<file path="src/rtl/mc_main_control.sv">
// Multicycle MIPS main control: Moore FSM sequencing the datapath one micro-step per clock.
// Memory steps stall on mem_ready; all outputs are forced low while reset_n is asserted.
module mc_main_control (
    input  logic       clk,
    input  logic       reset_n,
    input  logic [5:0] opcode,
    input  logic       mem_ready,
    output logic       PCWrite,
    output logic       PCWriteCond,
    output logic       IorD,
    output logic       MemRead,
    output logic       MemWrite,
    output logic       MemtoReg,
    output logic       IRWrite,
    output logic [1:0] PCSource,
    output logic [1:0] ALUOp,
    output logic       ALUSrcA,
    output logic [1:0] ALUSrcB,
    output logic       RegWrite,
    output logic       RegDst,
    output logic       illegal,
    output logic [3:0] state
);

    typedef enum logic [3:0] {
        ST_FETCH  = 4'd0,
        ST_DECODE = 4'd1,
        ST_MEMADR = 4'd2,
        ST_MEMRD  = 4'd3,
        ST_MEMWB  = 4'd4,
        ST_MEMWR  = 4'd5,
        ST_RTEX   = 4'd6,
        ST_RTWB   = 4'd7,
        ST_BEQ    = 4'd8,
        ST_JUMP   = 4'd9,
        ST_ADDIEX = 4'd10,
        ST_ADDIWB = 4'd11
    } state_t;

    state_t r_state;
    state_t w_next;

    logic       w_is_lw;
    logic       w_is_sw;
    logic       w_is_rt;
    logic       w_is_beq;
    logic       w_is_j;
    logic       w_is_addi;

    logic       w_pcwrite;
    logic       w_pcwritecond;
    logic       w_iord;
    logic       w_memread;
    logic       w_memwrite;
    logic       w_memtoreg;
    logic       w_irwrite;
    logic [1:0] w_pcsource;
    logic [1:0] w_aluop;
    logic       w_alusrca;
    logic [1:0] w_alusrcb;
    logic       w_regwrite;
    logic       w_regdst;
    logic       w_illegal;

    assign w_is_lw   = (opcode == 6'b100011);
    assign w_is_sw   = (opcode == 6'b101011);
    assign w_is_rt   = (opcode == 6'b000000);
    assign w_is_beq  = (opcode == 6'b000100);
    assign w_is_j    = (opcode == 6'b000010);
    assign w_is_addi = (opcode == 6'b001000);

    always_ff @(posedge clk or negedge reset_n) begin
        if (!reset_n) begin
            r_state <= ST_FETCH;
        end else begin
            r_state <= w_next;
        end
    end

    always_comb begin
        w_next        = ST_FETCH;
        w_pcwrite     = 1'b0;
        w_pcwritecond = 1'b0;
        w_iord        = 1'b0;
        w_memread     = 1'b0;
        w_memwrite    = 1'b0;
        w_memtoreg    = 1'b0;
        w_irwrite     = 1'b0;
        w_pcsource    = 2'b00;
        w_aluop       = 2'b00;
        w_alusrca     = 1'b0;
        w_alusrcb     = 2'b00;
        w_regwrite    = 1'b0;
        w_regdst      = 1'b0;
        w_illegal     = 1'b0;

        case (r_state)
            ST_FETCH: begin
                // PC+4 is computed every cycle, but only committed with the IR
                w_memread = 1'b1;
                w_alusrcb = 2'b01;
                w_irwrite = mem_ready;
                w_pcwrite = mem_ready;
                w_next    = mem_ready ? ST_DECODE : ST_FETCH;
            end
            ST_DECODE: begin
                w_alusrcb = 2'b11;
                unique case (1'b1)
                    w_is_lw,
                    w_is_sw:   w_next = ST_MEMADR;
                    w_is_rt:   w_next = ST_RTEX;
                    w_is_beq:  w_next = ST_BEQ;
                    w_is_j:    w_next = ST_JUMP;
                    w_is_addi: w_next = ST_ADDIEX;
                    default: begin
                        w_next    = ST_FETCH;
                        w_illegal = 1'b1;
                    end
                endcase
            end
            ST_MEMADR: begin
                w_alusrca = 1'b1;
                w_alusrcb = 2'b10;
                w_next    = w_is_lw ? ST_MEMRD : ST_MEMWR;
            end
            ST_MEMRD: begin
                w_memread = 1'b1;
                w_iord    = 1'b1;
                w_next    = mem_ready ? ST_MEMWB : ST_MEMRD;
            end
            ST_MEMWB: begin
                w_memtoreg = 1'b1;
                w_regwrite = 1'b1;
                w_next     = ST_FETCH;
            end
            ST_MEMWR: begin
                w_memwrite = 1'b1;
                w_iord     = 1'b1;
                w_next     = mem_ready ? ST_FETCH : ST_MEMWR;
            end
            ST_RTEX: begin
                w_alusrca = 1'b1;
                w_aluop   = 2'b10;
                w_next    = ST_RTWB;
            end
            ST_RTWB: begin
                w_regdst   = 1'b1;
                w_regwrite = 1'b1;
                w_next     = ST_FETCH;
            end
            ST_BEQ: begin
                w_alusrca     = 1'b1;
                w_aluop       = 2'b01;
                w_pcwritecond = 1'b1;
                w_pcsource    = 2'b01;
                w_next        = ST_FETCH;
            end
            ST_JUMP: begin
                w_pcwrite  = 1'b1;
                w_pcsource = 2'b10;
                w_next     = ST_FETCH;
            end
            ST_ADDIEX: begin
                w_alusrca = 1'b1;
                w_alusrcb = 2'b10;
                w_next    = ST_ADDIWB;
            end
            ST_ADDIWB: begin
                w_regwrite = 1'b1;
                w_next     = ST_FETCH;
            end
            default: begin
                w_next = ST_FETCH;
            end
        endcase
    end

    // Reset masks every output so no request leaks while the state is being cleared
    assign PCWrite     = reset_n & w_pcwrite;
    assign PCWriteCond = reset_n & w_pcwritecond;
    assign IorD        = reset_n & w_iord;
    assign MemRead     = reset_n & w_memread;
    assign MemWrite    = reset_n & w_memwrite;
    assign MemtoReg    = reset_n & w_memtoreg;
    assign IRWrite     = reset_n & w_irwrite;
    assign PCSource    = reset_n ? w_pcsource : 2'b00;
    assign ALUOp       = reset_n ? w_aluop : 2'b00;
    assign ALUSrcA     = reset_n & w_alusrca;
    assign ALUSrcB     = reset_n ? w_alusrcb : 2'b00;
    assign RegWrite    = reset_n & w_regwrite;
    assign RegDst      = reset_n & w_regdst;
    assign illegal     = reset_n & w_illegal;
    assign state       = reset_n ? r_state : 4'd0;

endmodule

</file>
<file path="config.mk">
export PLATFORM = sky130hd
export DESIGN_NAME = mc_main_control
export DESIGN_NICKNAME = d
export VERILOG_FILES = /design/src/rtl/mc_main_control.sv
export SDC_FILE = /design/constraint.sdc
export NUM_CORES = 1
export LEC_CHECK = 0
export CORE_MARGIN = 1
export CORE_UTILIZATION = 41
export CTS_BUF_LIST = sky130_fd_sc_hd__clkbuf_4 sky130_fd_sc_hd__clkbuf_8 sky130_fd_sc_hd__clkbuf_16
export DETAILED_ROUTE_END_ITERATION = 10
export PLACE_DENSITY = 0.92
export SLEW_MARGIN = 30
export SYNTH_ARGS = -nofsm -noshare
export SYNTH_HDL_FRONTEND = slang
export SYNTH_SLANG_ARGS = --single-unit
export TNS_END_PERCENT = 5
</file>
<file path="constraint.sdc">
create_clock -name clk -period 2.5 [get_ports clk]
set_input_delay 0.375 -clock clk [delete_from_list [all_inputs] [get_ports clk]]
set_output_delay 0.375 -clock clk [all_outputs]
set_load 0.03 [all_outputs]
</file>
==> flow_summary.toml, run 1 <==
[sta]
period_minus_slack_ps = 2417
tightest_slew_ps = 463.2
fin_skew_ps = 6.200
slew_violations = 0
rsz0062_at_grt = "false"
period_share = 0.9670
fmax_mhz = 413.7
setup_violations = 0
tns_ps = 0
max-slew-margin-rel = 0.6832
hold_viol = 0

[run_status]
status = "finished, final reports clean"

[yosys]
yosysMostFrequentCell = "nor2_1"
synth-edff-count = 0
ys_ff_latch = 4
syn_inst = 81
ys_types = 34
synth_sequential_area_ratio = 0.1751
yosys-top-cells-count = "nor2_1, nor3_1, nand2b_1"
async_flop_share = 1.000
yosysTopAreaCell = "dfrtp_1"
syn-num-nets = 90
synth_top_area_share = 0.1751
avgSynthCellArea_um2 = 7.059
yosys_warnings = 0
synth-main-ff-cell = "dfrtp_1"
syn_area_um2 = 571.8
synth.area.top_cells = "dfrtp_1, nor3_1, nand2b_1, nor2_1, and2_1"

[critical_path]
regToRegSetupSlack_ps = 590
reg2reg_from = "r_state[0]"
worst_setup_path_start_kind = "input pin"
cp_data_arrival_time_ps = 2040
r2r_cells = 5
critPathKind = "input pin to primary output"
cp.required_ps = 2120
path_max_fanout = 8
endpoint_kind = "primary output"
regToRegEndpoint = "r_state[0]"

[global_routing]
grt_remaining_overflow = 0
antenna_found_initial = 0
grt_max_degree = 14
grt_first_pass_wirelength_um = 2739
first_global_vias = 620
grt_use_total = 0.2645

[hold_path]
hold_class = "input pin to asynchronous set/reset pin"

[clocking]
cts-root-buf = "clkbuf_4"
cts_buffers = 3
cts_max_path_buffers = 2
cts_setup_buffers = 0
cts_tree = "built"
cts.sinks = 4
h-tree-depth = 1
clkTransAtPathRegs_ps = 40
clkLatencyLatePin_ps = 240

[die]
io_pins = 30
start_util = 0.4394
dieHeight_um = 39.35
die-area_um2 = 1548
chipWidth_um = 39.35
coreArea_um2 = 1301
rows = 13

[power_and_ir_drop]
power_density_nw_per_um2 = 350.1
peakVddDrop_mv = 0.2051
power_uw = 318.1
p_leak_nw = 0.3860

[layout]
synthToLayoutAreaGrowth_pct = 58.86
largest_reg_flops = 4
fillers = 113
reg_top3 = "r_state x4"
layout.nets = 125
post-route-util = 0.6981
multi_input_area_um2 = 435.4
finalInstanceArea_um2 = 908.4
seqCellArea_um2 = 101.3
drive_above_1_share = 0.2105
antenna_cells = 0
largest_register = "r_state"

[placement]
place_area_um2 = 879.6
place.detailed.hpwl_um = 1374
portBuffers = 29
gp_congestion = 0.8603

[run]
drv_cap = 0

[detailed_routing]
routedWlPerCell_um = 14.50
num_vias = 763
wl_um = 1870
drtAntennaViolNets = 0
drtPass1Iterations = 4
viasPerCell = 5.915
drt_iter0_drc = 30
drc = 0
routing by layer:
| metal | vias up | track usage | part of all wire |
|---|---|---|---|
| li1 | 361 | - | - |
| met1 | 357 | 0.3436 | 0.43 |
| met2 | 39 | 0.4375 | 0.51 |
| met3 | 6 | 0.03409 | 0.045 |
| met4 | 0 | 0.1034 | 0.018 |
| met5 | - | 0 | 0 |
stage by stage:
stage	hold slack (ps)	instances	setup slack, ps
after floorplan	79.41	81	248.6
after global placement	704.9	126	140.6
after detailed placement	685.6	126	69.55
after CTS	612.7	129	65.69
after global routing	642.5	129	27.84
final	637.7	129	82.51
worst max path at each step:
stage | startpoint | to | cells past startpoint
final | reset_n | ALUOp[0] | 4
after global routing | r_state[0] | illegal | 4
after CTS | reset_n | PCWrite | 4
after detailed placement | reset_n | PCWrite | 4
after global placement | reset_n | PCWrite | 4
after floorplan | r_state[3] | ALUSrcA | 3
power breakdown:
part / switching, mW / internal [mW] / total [mW]
Sequential: 0.0154 / 0.0691 / 0.0845
Combinational: 0.0839 / 0.0692 / 0.153
Clock: 0.0267 / 0.0537 / 0.0804
Total: 0.126 / 0.192 / 0.318
cells in the final DEF, fill, tap and decap left out, types with 3 or more instances in the layout:
master,Yosys,layout
dfrtp_1,4,3
o21ai_0,3,3
clkbuf_4,0,3
clkdlybuf4s50_1,0,17
and3_1,3,3
nor2_1,11,11
a21oi_1,4,4
nand2b_1,7,7
and2_1,4,4
nor3_1,9,9
buf_4,2,17
worst max-delay path: stages:
cell and delay, ps:
clkdlybuf4s50_1 620, nand3b_1 160, nor3_1 170, clkdlybuf4s50_1 710
kinds of logic after synthesis:
logic type               after synthesis  share of synthesized area
AND/OR/NAND/NOR                       49                     0.4902
AO/OA/AOI/OAI                         17                     0.2210
buffers and inverters                  8                    0.06564
flip-flops                             4                     0.1751
XOR/XNOR                               2                    0.03064
adder cells (fa/ha/maj)                1                    0.01751
cell type report:
class | instances | area share
Clock buffer | 3 | 0.02479
Inverter | 2 | 0.008264
Tap cell | 15 | 0.02066
Timing Repair Buffer | 36 | 0.3554
Sequential cell | 4 | 0.1116
Multi-Input combinational cell | 69 | 0.4793
what timing repair did:
item | 4_1_cts | 5_1_grt
hold buffers | 0 | 0
endpoints found under the setup margin | 0 | 3
resized for setup | 0 | 3
Power figures use the tool's default switching activity.
==> run 2: changes to the inputs <==
--- a/config.mk
+++ b/config.mk
@@ -14,4 +14,3 @@
 export SYNTH_ARGS = -nofsm -noshare
 export SYNTH_HDL_FRONTEND = slang
 export SYNTH_SLANG_ARGS = --single-unit
-export TNS_END_PERCENT = 5
==> results of run 2 <==
Final layout, timing and power as in run 1 (identical DEF).
